==> config.mk <==
export PLATFORM = sky130hd
export DESIGN_NAME = seq_mult_param
export DESIGN_NICKNAME = d
export VERILOG_FILES = /design/src/rtl/seq_mult_pkg.sv /design/src/rtl/seq_mult_step.sv /design/src/rtl/seq_mult_param.sv
export SDC_FILE = /design/constraint.sdc
export NUM_CORES = 1
export LEC_CHECK = 0
export ABC_CLOCK_PERIOD_IN_PS = 5600
export BUFFER_PORTS_ARGS = -buffer_cell sky130_fd_sc_hd__clkbuf_2
export CAP_MARGIN = 25
export CORE_MARGIN = 4
export CORE_UTILIZATION = 30
export CTS_CLUSTER_DIAMETER = 120
export DETAILED_ROUTE_END_ITERATION = 8
export MAX_ROUTING_LAYER = met4
export PLACE_DENSITY = 0.47
export SYNTH_ARGS = -nofsm -noshare
export SYNTH_HDL_FRONTEND = slang
export SYNTH_HIERARCHICAL = 1
export SYNTH_SLANG_ARGS = --single-unit
==> constraint.sdc <==
create_clock -name clk -period 5.6 [get_ports clk]
set_input_delay 0.84 -clock clk [delete_from_list [all_inputs] [get_ports clk]]
set_output_delay 0.84 -clock clk [all_outputs]
set_load 0.01 [all_outputs]
==> src/rtl/seq_mult_pkg.sv <==
// Shared definitions for the shift-add sequential multiplier.
//   DEFAULT_WIDTH : default operand width
//   state_t       : controller state encoding
package seq_mult_pkg;

   localparam int unsigned DEFAULT_WIDTH = 8;

   typedef enum logic [1:0] {
      IDLE = 2'd0,
      CALC = 2'd1,
      FIX  = 2'd2,
      DONE = 2'd3
   } state_t;

endpackage

==> src/rtl/seq_mult_step.sv <==
// One radix-2 shift-add iteration (purely combinational).
// Ports:
//   acc      in   2*WIDTH  partial product; low half holds remaining multiplier bits
//   mcand    in   WIDTH    multiplicand magnitude
//   acc_next out  2*WIDTH  accumulator after this iteration
module seq_mult_step
   import seq_mult_pkg::*;
#(
   parameter int unsigned WIDTH = DEFAULT_WIDTH
) (
   input  logic [2*WIDTH-1:0] acc,
   input  logic [WIDTH-1:0]   mcand,
   output logic [2*WIDTH-1:0] acc_next
);

   logic [WIDTH:0] sum;

   always_comb begin
      // Carry out of the upper-half add lands in the top bit as the shift happens.
      sum = {1'b0, acc[2*WIDTH-1:WIDTH]} + {1'b0, mcand};
      if (acc[0]) begin
         acc_next = {sum, acc[WIDTH-1:1]};
      end else begin
         acc_next = acc >> 1;
      end
   end

endmodule

==> src/rtl/seq_mult_param.sv <==
// Parametrised radix-2 shift-add sequential multiplier, WIDTH x WIDTH -> 2*WIDTH,
// unsigned or signed two's complement per transaction, valid/ready on both sides.
// Ports:
//   clk        in   1        rising-edge clock
//   rst_n      in   1        synchronous reset, active-low
//   in_valid   in   1        operands valid
//   in_ready   out  1        operands accepted (IDLE only)
//   in_signed  in   1        1 = signed operands, 0 = unsigned
//   a, b       in   WIDTH    multiplicand, multiplier
//   out_valid  out  1        product valid (DONE only)
//   out_ready  in   1        consumer accepts product
//   product    out  2*WIDTH  result, held until the next FIX
//   busy       out  1        not IDLE
module seq_mult_param
   import seq_mult_pkg::*;
#(
   parameter int unsigned WIDTH = DEFAULT_WIDTH
) (
   input  logic               clk,
   input  logic               rst_n,
   input  logic               in_valid,
   output logic               in_ready,
   input  logic               in_signed,
   input  logic [WIDTH-1:0]   a,
   input  logic [WIDTH-1:0]   b,
   output logic               out_valid,
   input  logic               out_ready,
   output logic [2*WIDTH-1:0] product,
   output logic               busy
);

   localparam int unsigned     CNT_W     = $clog2(WIDTH + 1);
   localparam logic [CNT_W-1:0] LAST_ITER = CNT_W'(WIDTH - 1);

   state_t               state_q, state_d;
   logic [2*WIDTH-1:0]   acc_q, acc_next;
   logic [WIDTH-1:0]     mcand_q;
   logic                 neg_q;
   logic [CNT_W-1:0]     count_q;
   logic [2*WIDTH-1:0]   product_q;
   logic [WIDTH-1:0]     a_mag, b_mag;

   // Magnitudes; -2^(W-1) maps to 2^(W-1), which is still exact as unsigned.
   always_comb begin
      a_mag = (in_signed && a[WIDTH-1]) ? -a : a;
      b_mag = (in_signed && b[WIDTH-1]) ? -b : b;
   end

   seq_mult_step #(
      .WIDTH (WIDTH)
   ) u_step (
      .acc      (acc_q),
      .mcand    (mcand_q),
      .acc_next (acc_next)
   );

   // State register
   always_ff @(posedge clk) begin
      if (!rst_n) begin
         state_q <= IDLE;
      end else begin
         state_q <= state_d;
      end
   end

   // Next-state logic
   always_comb begin
      state_d = state_q;
      unique case (state_q)
         IDLE:    if (in_valid) state_d = CALC;
         CALC:    if (count_q == LAST_ITER) state_d = FIX;
         FIX:     state_d = DONE;
         DONE:    if (out_ready) state_d = IDLE;
         default: state_d = IDLE;
      endcase
   end

   // Outputs
   always_comb begin
      in_ready  = (state_q == IDLE);
      out_valid = (state_q == DONE);
      busy      = (state_q != IDLE);
      product   = product_q;
   end

   // Datapath
   always_ff @(posedge clk) begin
      if (!rst_n) begin
         acc_q     <= '0;
         mcand_q   <= '0;
         neg_q     <= 1'b0;
         count_q   <= '0;
         product_q <= '0;
      end else begin
         unique case (state_q)
            IDLE: begin
               if (in_valid) begin
                  mcand_q <= a_mag;
                  acc_q   <= {{WIDTH{1'b0}}, b_mag};
                  neg_q   <= in_signed & (a[WIDTH-1] ^ b[WIDTH-1]);
                  count_q <= '0;
               end
            end
            CALC: begin
               acc_q   <= acc_next;
               count_q <= count_q + CNT_W'(1);
            end
            FIX:     product_q <= neg_q ? -acc_q : acc_q;
            default: ;
         endcase
      end
   end

endmodule

==> results of run 1 <==
cell families (layout without fill, tap and decap cells):
family / Yosys count / in the layout / synth area share [%]
compound gates: 114 / 114 / 24.4
buf+inv: 51 / 71 / 7.47
simple gates: 124 / 124 / 21.8
mux: 9 / 9 / 3.06
flops: 47 / 47 / 30.7
fa+ha+maj: 17 / 17 / 7.18
xor+xnor: 19 / 19 / 5.43
flip-flops by register name (all words and copies together), names as in the netlist:
| signal | flops |
|---|---|
| product | 16 |
| mcand_q | 8 |
| state_q | 2 |
| count_q | 4 |
| neg_q | 1 |
| acc_q | 16 |
layer usage:
metal | routed length, um | GRT usage [%]
met5 | 0 | -
met4 | 48 | 3.07
met2 | 3170 | 19.4
met3 | 262 | 2.31
met1 | 4010 | 19.6
worst min-delay path, delay by kind of cell (launching register included):
kind / cells / cell delay (ns)
simple gates: 1 / 0.05
flops: 1 / 0.32
compound gates: 1 / 0.05
final timing paths:
check,to,depth (start not counted)
min,mcand_q[0]$_SDFFE_PN0P_,2
max,acc_q[1]$_SDFFE_PN0P_,4
max reg2reg,acc_q[1]$_SDFFE_PN0P_,4
min reg2reg,mcand_q[0]$_SDFFE_PN0P_,2
per-stage QoR:
stage | instances | total power, uW | util, %
2_1_floorplan | 381 | 1060 | -
3_3_place_gp | 526 | 1220 | 33.4
3_5_place_dp | 526 | 1220 | 33.4
4_1_cts | 533 | 1470 | 34.5
5_1_grt | 534 | 1590 | 34.7
6_report | 534 | 1460 | 34.7
layout by cell type, fill, tap and decap left out, types with 2 or more instances in the layout:
cell       instances
a41oi_1            3
mux2i_1            6
clkbuf_2          39
nor3b_1            2
a2111oi_0          2
a22oi_1           10
xnor2_1           13
inv_1             23
clkbuf_8           5
or3_1              4
nand4_1            4
a21oi_1           26
o22ai_1            2
nand3_1           11
o21ai_0           25
dfxtp_1           47
and2_1             2
a311oi_1           4
nand4b_1           2
a31o_2             2
a211oi_1           7
ha_1              16
nor4_4             2
o211a_1            2
nor4b_1            3
o31ai_1            4
a31oi_1           10
nand2_1           18
mux2_2             3
nor2b_1            8
or4_1              2
nand3b_1           5
o211ai_1           5
nand2b_1           4
nor2_1            41
nor3_1            11
xor2_1             6
layout make-up:
type,instances,share of cell area (%)
multi-input cells,283,55.3
flip-flops and latches,47,27.5
repair buffers,41,6.72
well taps,133,4.86
inverters,23,2.52
clock buffers,5,2.01
clock inverters,2,1.10
where the power goes:
group / total [uW] / internal [uW] / switching [uW] / leakage [uW]
sequential: 534 / 424 / 110 / 0.000383
combinational: 678 / 268 / 410 / 0.000897
clock: 245 / 131 / 115 / 0.0000502
==> parameters.txt, run 1 <==
Parameter                              Value

Clock network
  Clock Sink Count ... 47
  Clk Latency, worst-skew pair ... about 0.3 ns
  Master cell of the clock root buffer ... clkbuf_8
  Hold Buf Count CTS ... 0
  Clock tree from TritonCTS ... yes
  H-tree levels ... 2
  Max clock buf depth ... 2
  Number of buffers created by CTS ... 5
  Number of cells upsized or downsized after cts ... 0
  Post-CTS clock slew at the launch and capture registers of the worst setup and hold paths ... 0.09 ns
  Post-CTS Setup Repair Bufs ... 0

Logic synthesis
  Number of distinct library cell variants in the gate-level netlist after synthesis ... 57
  YS warnings ... 6
  Most instantiated cells after synthesis ... dfxtp_1, nor2_1, a21oi_1
  Share of synthesized area occupied by flip-flops and latches ... approximately 31%
  Library cell with the largest summed area after synthesis ... dfxtp_1
  Most common cell in the synthesized netlist ... dfxtp_1
  Post-Syn Instances ... between 300 and 400
  Number of nets produced by synthesis ... around 420
  Most frequently used flop master after synthesis ... dfxtp_1
  Number of enable flip-flop cells after synthesis ... 0
  Summed instance area of the synthesized netlist ... between 0.003 and 0.004 mm2
  Top post-synthesis cells by area ... dfxtp_1, ha_1, nor2_1, a21oi_1, o21ai_0
  Async set or reset register ratio after synthesis ... 0%
  Mean post-synth cell area ... ~8.0 um2
  Yosys reg bits ... between 40 and 50
  Fraction of synthesized cell area taken by the top area cell type ... approximately 31%

Global route
  Global-route total usage across every layer ... 13.5%
  Gr ovfl total ... 0
  Largest net degree at the start of global routing ... 36
  Number of global-route vias before repair ... around 2,600
  First-pass GRT wire length ... 12,500 um
  Initial antenna violation count ... 0

Timing
  Max Transition Viols Final ... 0
  Post-route setup slack ... ~3.3 ns
  Worst slew margin relative to its limit ... between 40% and 50%
  Hold Vio Cnt, Final ... 0
  Setup TNS after final layout ... 0 ns
  Maximum clock frequency ... between 0.4 and 0.5 GHz
  Post-route minimum period ... roughly 2.3 ns
  Largest clock skew in the final design ... approximately 0.012 ns
  Worst Max-Slew Pin Slew ... between 0.8 and 0.9 ns
  Worst hold slack ... around 0.47 ns
  Setup repair after global routing missed its margin ... no
  Number of failing setup endpoints in the final timing report ... 0
  Part of the cycle the worst path needs ... between 40% and 50%

Setup path
  CP bufs+invs ... 0
  Cell breakdown of the critical path ... ha_1 > nor2b_1 > nor2b_1 > a2111oi_0
  Crit path from ... state_q[0]$_SDFFE_PN0P_
  Critical path peak fanout ... 24
  Start of the worst register-to-register path ... state_q[0]$_SDFFE_PN0P_
  Crit path max-delay cell type ... ha_1
  Kind of start point of the critical path ... flip-flop
  Category of the critical setup timing path ... flip-flop to flip-flop
  Crit path max-delay family ... simple AND/OR/NAND/NOR gates
  Kind of end point of the critical path ... flip-flop
  R2R setup slack ... roughly 3.3 ns
  Most frequent cell on the critical path ... nor2b_1
  Data required, critical path ... roughly 5.7 ns
  Largest stage delay on the critical path ... around 0.72 ns
  Crit path DAT ... roughly 2.4 ns

Routing
  Total via count after detailed routing ... around 2,700
  Count of TritonRoute iterations in the first routing pass ... 4
  Average detailed-routed wire length per instance ... ~14 um
  Post-detailed-route count of antenna-violating nets ... 0
  Detailed router's first-iteration violation count ... around 140
  Vias/cell ... ~5.1
  Drt drc ... 0
  Total Routed Length ... approximately 7500 um

Placement
  Placed inst area ... roughly 0.0033 mm2
  Placed wire-length estimate after detailed placement ... roughly 5500 um
  Pre-CTS setup slack ... roughly 3.0 ns
  Final weighted congestion in routability-driven placement ... slightly below 0.8
  Quantity of I/O buffers inserted on ports ... 39

Power and ir drop
  Worst ir drop on vdd ... 282 uV
  Static Leakage ... 0.00133 uW
  Power density normalized to cell area ... 425 mW/mm2

Run status
  Status ... finished, final reports clean

Die
  Row count ... 36
  Vertical die dimension ... ~110 um
  Full die area ... 0.0119 mm2
  Placeable core region ... 0.00986 mm2
  Initial cell density of the core ... a little under a third
  IO Pins ... 40
  Die width ... approximately 110 um

Layout
  Inserted Diodes ... 0
  Number of nets in the finished design ... 439
  Area occupied by multi-input gates ... 0.00190 mm2
  Number of fill cells in the layout ... between 1,000 and 1,500
  Share of final-layout standard cells stronger than drive strength 1 ... 15.2%
  Synth-to-Final Area Change ... 11.8%
  Post-layout instance area ... approximately 0.0034 mm2
  FF+latch area ... ~940 um2

Worst hold path
  HP Class ... flip-flop to flip-flop
  Worst min-delay path startpoint ... mcand_q[0]$_SDFFE_PN0P_

Job
  Number of maximum-capacitance constraint violations ... 0
No activity file was read; power rests on OpenSTA's default activity.
==> run 2, diff against run 1 <==
ABC_AREA = 1   (was not set)
ABC_CLOCK_PERIOD_IN_PS = 2300   (was 5600)
clock period = 2.3 ns   (was 5.6 ns; I/O delays follow)
==> parameters.txt, run 2 <==
Parameter                              Value

Timing
  Worst Max-Slew Pin Slew ... 0.527 ns (was 0.895 ns)
  Setup TNS after final layout ... 0 ns (unchanged)
  Largest clock skew in the final design ... 0.00476 ns (was 0.0122 ns)
  Worst slew margin relative to its limit ... 64.8% (was 40.3%)
  Part of the cycle the worst path needs ... 82.7% (was 40.6%)
  Max Transition Viols Final ... 0 (unchanged)
  Maximum clock frequency ... 0.526 GHz (was 0.440 GHz)
  Number of failing setup endpoints in the final timing report ... 0 (unchanged)
  Setup repair after global routing missed its margin ... no (unchanged)
  Hold Vio Cnt, Final ... 0 (unchanged)
  Post-route minimum period ... 1.90 ns (was 2.27 ns)

Layout
  Most used cells in the layout excluding fill and tap cells ... nand2_1, nor2_1, inv_1 (was dfxtp_1, nor2_1, clkbuf_2)
  Inserted Diodes ... 0 (unchanged)
  Share of final-layout standard cells stronger than drive strength 1 ... 12.8% (was 15.2%)
  Number of non-filler instances in the completed layout ... 649 (was 534)
  Number of nets in the finished design ... 554 (was 439)
  Synth-to-Final Area Change ... 12.0% (was 11.8%)
  Most common library cell in the layout ignoring fill and taps ... nand2_1 (was dfxtp_1)

Routing
  Vias/cell ... 4.67 (was 5.08)
  Total Routed Length ... 7880 um (was 7490 um)
  Detailed router's first-iteration violation count ... 184 (was 139)
  Total via count after detailed routing ... 3,031 (was 2,715)
  Drt drc ... 0 (unchanged)
  Post-detailed-route count of antenna-violating nets ... 0 (unchanged)
  Count of TritonRoute iterations in the first routing pass ... 5 (was 4)
  Average detailed-routed wire length per instance ... 12.1 um (was 14.0 um)

Worst hold path
  End of the worst hold path ... mcand_q[5]$_SDFFE_PN0P_ (was mcand_q[0]$_SDFFE_PN0P_)
  Worst min-delay path startpoint ... a[5] (was mcand_q[0]$_SDFFE_PN0P_)
  HP Class ... input port to flip-flop (was flip-flop to flip-flop)
  Hold Path Stages ... 3 (was 2)

Setup path
  Crit path max-delay family ... adder cells (was simple AND/OR/NAND/NOR gates)
  R2R setup slack ... 0.40 ns (was 3.33 ns)
  R2r worst-path depth ... 12 (was 4)
  Kind of start point of the critical path ... flip-flop (unchanged)
  Kind of end point of the critical path ... flip-flop (unchanged)
  Data required, critical path ... 2.54 ns (was 5.74 ns)
  Critical path peak fanout ... 6 (was 24)
  Category of the critical setup timing path ... flip-flop to flip-flop (unchanged)
  Largest stage delay on the critical path ... 0.45 ns (was 0.72 ns)
  Crit path max-delay cell type ... dfxtp_1 (was ha_1)
  Crit path DAT ... 2.15 ns (was 2.41 ns)
  CP bufs+invs ... 2 (was 0)
  RR Endpoint ... acc_q[15]$_SDFFE_PN0P_ (was acc_q[1]$_SDFFE_PN0P_)
  Most frequent cell on the critical path ... nand2_1 (was nor2b_1)
  Cell breakdown of the critical path ... ha_1 > inv_1 > fa_1 > inv_1 > nand2_1 > nand2_1 > nand3b_1 > nand2_1 > nand2_1 > a21oi_1 > nand2_1 > a21oi_1 (was ha_1 > nor2b_1 > nor2b_1 > a2111oi_0)
  Start of the worst register-to-register path ... acc_q[8]$_SDFFE_PN0P_ (was state_q[0]$_SDFFE_PN0P_)

Clock network
  Post-CTS Setup Repair Bufs ... 0 (unchanged)
  Number of cells upsized or downsized after cts ... 0 (unchanged)
  Clock tree from TritonCTS ... yes (unchanged)
  Master cell of the clock root buffer ... clkbuf_8 (unchanged)
  Clock Sink Count ... 47 (unchanged)
  Clk Latency, worst-skew pair ... 0.30 ns (about the same)
  Max clock buf depth ... 2 (unchanged)
  Post-CTS clock slew at the launch and capture registers of the worst setup and hold paths ... 0.09 ns (about the same)
  H-tree levels ... 2 (unchanged)
  Number of buffers created by CTS ... 5 (unchanged)
  Hold Buf Count CTS ... 0 (unchanged)

Logic synthesis
  Number of enable flip-flop cells after synthesis ... 0 (unchanged)
  Share of synthesized area occupied by flip-flops and latches ... 30.3% (was 30.7%)
  Most common cell in the synthesized netlist ... nand2_1 (was dfxtp_1)
  YS warnings ... 6 (unchanged)
  Async set or reset register ratio after synthesis ... 0% (unchanged)
  Mean post-synth cell area ... 6.41 um2 (was 8.05 um2)
  Yosys reg bits ... 47 (unchanged)
  Fraction of synthesized cell area taken by the top area cell type ... 30.3% (was 30.7%)
  Top post-synthesis cells by area ... dfxtp_1, nand2_1, nor2_1, a21oi_1, ha_1 (was dfxtp_1, ha_1, nor2_1, a21oi_1, o21ai_0)
  Number of distinct library cell variants in the gate-level netlist after synthesis ... 35 (was 57)
  Most frequently used flop master after synthesis ... dfxtp_1 (unchanged)
  Post-Syn Instances ... 484 (was 381)
  Most instantiated cells after synthesis ... nand2_1, nor2_1, inv_1 (was dfxtp_1, nor2_1, a21oi_1)
  Number of nets produced by synthesis ... 522 (was 419)
  Library cell with the largest summed area after synthesis ... dfxtp_1 (unchanged)
  Summed instance area of the synthesized netlist ... 0.00310 mm2 (was 0.00307 mm2)

Job
  Number of maximum-capacitance constraint violations ... 0 (unchanged)

Placement
  Number of cells in the design after placement ... 642 (was 526)
  Placed wire-length estimate after detailed placement ... 6080 um (was 5540 um)
  Final weighted congestion in routability-driven placement ... 0.809 (was 0.781)
  Quantity of I/O buffers inserted on ports ... 39 (unchanged)

Global route
  Initial antenna violation count ... 0 (unchanged)
  Global-route total usage across every layer ... 14.5% (was 13.5%)
  Largest net degree at the start of global routing ... 33 (was 36)
  First-pass GRT wire length ... 13,600 um (was 12,500 um)
  Number of global-route vias before repair ... 2,865 (was 2,623)
  Gr ovfl total ... 0 (unchanged)

Power and ir drop
  Worst ir drop on vdd ... 441 uV (was 282 uV)
  Power density normalized to cell area ... 931 mW/mm2 (was 425 mW/mm2)
  Final total power ... 3240 uW (was 1460 uW)
  Static Leakage ... 0.00167 uW (was 0.00133 uW)

Die
  IO Pins ... 40 (unchanged)
  Row count ... 36 (unchanged)
  Die width ... 110 um (was 109 um)
  Placeable core region ... 0.00991 mm2 (was 0.00986 mm2)
  Vertical die dimension ... 110 um (was 109 um)
  Full die area ... 0.0120 mm2 (was 0.0119 mm2)
  Initial cell density of the core ... 31.3% (was 31.1%)

Run status
  Status ... finished, final reports clean (unchanged)
[run 2: cell types whose count changed after synthesis, sizes merged, moves of 11 or more]
cell   previous run  this run
a21oi            27        40
xnor2            13         2
inv              23        55
o21ai            25        37
nor2             41        59
nand3            11        35
nand2            18       133
[run 2: metrics by stage]
step	cell area [um2]	util, %	hold slack, ns	worst slack (ns)
6_report	3480	35.1	0.293	0.397
3_5_place_dp	3390	34.2	0.469	0.414
2_1_floorplan	3100	-	0.448	0.616
3_3_place_gp	3390	34.2	0.464	0.462
4_1_cts	3480	35.1	0.281	0.386
5_1_grt	3480	35.1	0.294	0.127
[run 2: report_power, final]
group	internal, uW	leakage, uW	switching (uW)
clock network	237	0.0000470	290
logic	536	0.00124	958
registers	1030	0.000384	183
total	1810	0.00167	1430
[run 2: logic make-up after synthesis]
family          after synthesis  share of synthesized area (%)
simple gates                241                           32.3
flops                        47                           30.3
buf+inv                      80                           11.7
fa+ha+maj                    17                           7.09
compound gates               88                           15.5
xor+xnor                     11                           3.10
[run 2: worst register-to-register path: stages (launching register included)]
cell	delay, ns
dfxtp_1	0.45
ha_1	0.21
inv_1	0.05
fa_1	0.35
inv_1	0.08
nand2_1	0.07
nand2_1	0.09
nand3b_1	0.10
nand2_1	0.07
nand2_1	0.06
a21oi_1	0.12
nand2_1	0.06
a21oi_1	0.12
[run 2: how the worst max path moves through the flow]
| stage | end | depth (start not counted) | startpoint | slack (ns) |
|---|---|---|---|---|
| after global routing | acc_q[15]$_SDFFE_PN0P_ | 12 | acc_q[8]$_SDFFE_PN0P_ | 0.13 |
| after global placement | acc_q[15]$_SDFFE_PN0P_ | 12 | acc_q[8]$_SDFFE_PN0P_ | 0.46 |
| after detailed placement | acc_q[15]$_SDFFE_PN0P_ | 12 | acc_q[8]$_SDFFE_PN0P_ | 0.41 |
| final | acc_q[15]$_SDFFE_PN0P_ | 12 | acc_q[8]$_SDFFE_PN0P_ | 0.40 |
| after floorplan | acc_q[15]$_SDFFE_PN0P_ | 12 | acc_q[8]$_SDFFE_PN0P_ | 0.62 |
| after CTS | acc_q[15]$_SDFFE_PN0P_ | 12 | acc_q[8]$_SDFFE_PN0P_ | 0.39 |
[run 2: cell type report]
| class | instances | area, um2 |
|---|---|---|
| repair buffers | 49 | 270 |
| fillers | 1125 | 6430 |
| well taps | 133 | 166 |
| clock buffers | 6 | 82.6 |
| inverters | 56 | 210 |
| flip-flops and latches | 47 | 941 |
| clock inverters | 1 | 5.00 |
| multi-input cells | 357 | 1800 |
[run 2: layer usage]
layer,GRT usage [%],part of all wire (%),up-vias
li1,-,-,1612
met1,19.1,51,1359
met2,23.4,44,54
met3,2.47,4.0,6
met4,3.47,0.80,0
met5,-,0,-
==> run 3, diff against run 2 <==
ABC_CLOCK_PERIOD_IN_PS = 1600   (was 2300)
PLACE_DENSITY = 0.49   (was 0.47)
clock period = 1.6 ns   (was 2.3 ns; I/O delays follow)
==> parameters.txt, run 3 (same netlist as run 2, synthesis figures left out) <==
Parameter                              Value

Timing
  Setup repair after global routing missed its margin ... yes (was no)
  Largest clock skew in the final design ... 0.00657 ns (was 0.00476 ns)
  Maximum clock frequency ... 0.619 GHz (was 0.526 GHz)
  Worst hold slack ... 0.185 ns (was 0.293 ns)
  Worst Max-Slew Pin Slew ... 0.288 ns (was 0.527 ns)
  Worst slew margin relative to its limit ... 80.8% (was 64.8%)
  Part of the cycle the worst path needs ... 101% (was 82.7%)
  Max Transition Viols Final ... 0 (unchanged)
  Number of failing setup endpoints in the final timing report ... 1 (was 0)
  Setup TNS after final layout ... -0.0156 ns (was 0 ns)
  Post-route setup slack ... -0.0156 ns (was 0.397 ns)
  Hold Vio Cnt, Final ... 0 (unchanged)
  Post-route minimum period ... 1.62 ns (was 1.90 ns)

Placement
  Quantity of I/O buffers inserted on ports ... 39 (unchanged)
  Placed inst area ... 0.00359 mm2 (was 0.00339 mm2)
  Final weighted congestion in routability-driven placement ... 0.832 (was 0.809)
  Placed wire-length estimate after detailed placement ... 6340 um (was 6080 um)

Power and ir drop
  Static Leakage ... 0.00181 uW (was 0.00167 uW)
  Clock Power Share ... 18.6% (was 16.3%)
  Power Internal ... 3190 uW (was 1810 uW)
  Switching power summed over all nets ... 2230 uW (was 1430 uW)
  Power density normalized to cell area ... 1400 mW/mm2 (was 931 mW/mm2)
  Combinational Power Share ... 48.8% (was 46.2%)
  Worst ir drop on vdd ... 804 uV (was 441 uV)
  Fraction of power spent switching nets ... 41.2% (was 44.2%)
  Sequential fraction of design power ... 32.5% (was 37.6%)

Setup path
  Crit path from ... acc_q[8]$_SDFFE_PN0P_ (unchanged)
  Data required, critical path ... 1.85 ns (was 2.54 ns)
  Kind of end point of the critical path ... flip-flop (unchanged)
  Cell count along the critical path ... 12 (unchanged)
  R2r worst-path depth ... 12 (unchanged)
  Timing endpoint of the critical path ... acc_q[15]$_SDFFE_PN0P_ (unchanged)
  Cell breakdown of the critical path ... ha_4 > inv_2 > fa_2 > inv_2 > nand2_2 > nand2_2 > nand3b_1 > nand2_1 > nand2_2 > a21oi_2 > nand2_1 > a21oi_2 (was ha_1 > inv_1 > fa_1 > inv_1 > nand2_1 > nand2_1 > nand3b_1 > nand2_1 > nand2_1 > a21oi_1 > nand2_1 > a21oi_1)
  Crit path max-delay family ... adder cells (unchanged)
  Critical path peak fanout ... 2 (was 6)
  Category of the critical setup timing path ... flip-flop to flip-flop (unchanged)
  RR Endpoint ... acc_q[15]$_SDFFE_PN0P_ (unchanged)
  Most frequent cell on the critical path ... nand2_2 (was nand2_1)
  Start of the worst register-to-register path ... acc_q[8]$_SDFFE_PN0P_ (unchanged)
  Crit path DAT ... 1.86 ns (was 2.15 ns)
  CP bufs+invs ... 2 (unchanged)
  R2R setup slack ... -0.02 ns (was 0.40 ns)
  Kind of start point of the critical path ... flip-flop (unchanged)
  Largest stage delay on the critical path ... 0.37 ns (was 0.45 ns)
  Crit path max-delay cell type ... dfxtp_4 (was dfxtp_1)

Routing
  Total via count after detailed routing ... 3,131 (was 3,031)
  Count of TritonRoute iterations in the first routing pass ... 5 (unchanged)
  Post-detailed-route count of antenna-violating nets ... 0 (unchanged)
  Average detailed-routed wire length per instance ... 12.2 um (was 12.1 um)
  Detailed router's first-iteration violation count ... 205 (was 184)
  Vias/cell ... 4.64 (was 4.67)
  Drt drc ... 0 (unchanged)
  Total Routed Length ... 8260 um (was 7880 um)

Layout
  Number of nets in the finished design ... 579 (was 554)
  Post-layout util ... 39.1% (was 35.1%)
  Post-layout instance area ... 0.00387 mm2 (was 0.00348 mm2)
  Inserted Diodes ... 0 (unchanged)
  Synth-to-Final Area Change ... 24.8% (was 12.0%)
  Most used cells in the layout excluding fill and tap cells ... nand2_1, nor2_1, inv_1 (unchanged)
  Share of final-layout standard cells stronger than drive strength 1 ... 22.3% (was 12.8%)
  Most common library cell in the layout ignoring fill and taps ... nand2_1 (unchanged)

Global route
  Number of global-route vias before repair ... 2,937 (was 2,865)
  First-pass GRT wire length ... 13,800 um (was 13,600 um)
  Initial antenna violation count ... 0 (unchanged)
  Largest net degree at the start of global routing ... 34 (was 33)
  Global-route total usage across every layer ... 14.7% (was 14.5%)
  Gr ovfl total ... 0 (unchanged)

Die
  Vertical die dimension ... 110 um (unchanged)
  IO Pins ... 40 (unchanged)
  Initial cell density of the core ... 31.3% (unchanged)
  Placeable core region ... 0.00991 mm2 (unchanged)
  Full die area ... 0.0120 mm2 (unchanged)
  Row count ... 36 (unchanged)
  Die width ... 110 um (unchanged)

Clock network
  Max clock buf depth ... 2 (unchanged)
  Post-CTS clock slew at the launch and capture registers of the worst setup and hold paths ... 0.10 ns (was 0.09 ns)
  Clock tree from TritonCTS ... yes (unchanged)
  H-tree levels ... 2 (unchanged)
  Number of buffers created by CTS ... 5 (unchanged)
  Clock Sink Count ... 47 (unchanged)
  Hold Buf Count CTS ... 0 (unchanged)
  Clk Latency, worst-skew pair ... 0.30 ns (about the same)
  Master cell of the clock root buffer ... clkbuf_8 (unchanged)

Run status
  Failing checks ... negative setup slack
  Status ... complete, but fails checks (was finished, final reports clean)

Job
  Number of maximum-capacitance constraint violations ... 0 (unchanged)

Worst hold path
  Hold Path Stages ... 3 (unchanged)
  HP Class ... input port to flip-flop (unchanged)
[run 3: cell count changes in the layout (fill, tap and decap cells not counted), moves of 5 or more]
cell / change
ha_1: -7
dfxtp_1: -5
nand2_1: -5
nand2_2: +5
buf_4: +21
ha_4: +5
[run 3: power by group through the flow]
stage	clock [uW]	combinational, uW	sequential, uW
after floorplan	0	1670	1780
after global placement	0	2490	1760
after CTS	1040	2530	1740
after detailed placement	0	2510	1770
after global routing	1080	3030	1810
final	1010	2650	1770
[run 3: how the worst min path moves through the flow]
stage                             from                      end  slack, ns
2_1_floorplan                    rst_n    acc_q[0]$_SDFFE_PN0P_       0.38
3_3_place_gp   product[1]$_SDFFE_PN0P_  product[1]$_SDFFE_PN0P_       0.46
3_5_place_dp   count_q[0]$_SDFFE_PN0P_  count_q[0]$_SDFFE_PN0P_       0.48
4_1_cts                           a[5]  mcand_q[5]$_SDFFE_PN0P_       0.18
5_1_grt                           a[0]  mcand_q[0]$_SDFFE_PN0P_       0.19
6_report                          a[5]  mcand_q[5]$_SDFFE_PN0P_       0.18
[run 3: what timing repair did]
item                       4_1_cts  5_1_grt
hold endpoints to repair         0        0
resized for setup                6       23
setup buffers                    1        4
setup endpoints to repair        3       23
pin swaps                        9       15
[run 3: stage by stage]
step	cells	setup slack (ns)	power (uW)
floorplan	484	0.0106	3450
global placement	662	-0.0965	4250
detailed placement	662	-0.122	4270
CTS	671	-0.0762	5310
global route	675	-0.136	5920
finish	675	-0.0156	5420
[run 3: final cells by class]
class	count	area (um2)
fillers	1100	6040
multi-input cells	357	1910
flip-flops and latches	47	952
repair buffers	74	499
inverters	56	214
well taps	133	166
clock buffers	6	93.8
clock inverters	2	37.5
[run 3: per-layer routing]
metal,vias to the layer above,part of all wire (%),track usage [%]
li1,1661,-,-
met1,1408,50,20.2
met2,58,45,23.0
met3,4,5.1,2.11
met4,0,0.64,2.94
met5,-,0,-
[run 3: worst register-to-register path, cell delays in order, from the launching register on]
cell      delay (ns)
dfxtp_4         0.37
ha_4            0.13
inv_2           0.03
fa_2            0.32
inv_2           0.07
nand2_2         0.06
nand2_2         0.06
nand3b_1        0.09
nand2_1         0.08
nand2_2         0.06
a21oi_2         0.11
nand2_1         0.08
a21oi_2         0.10
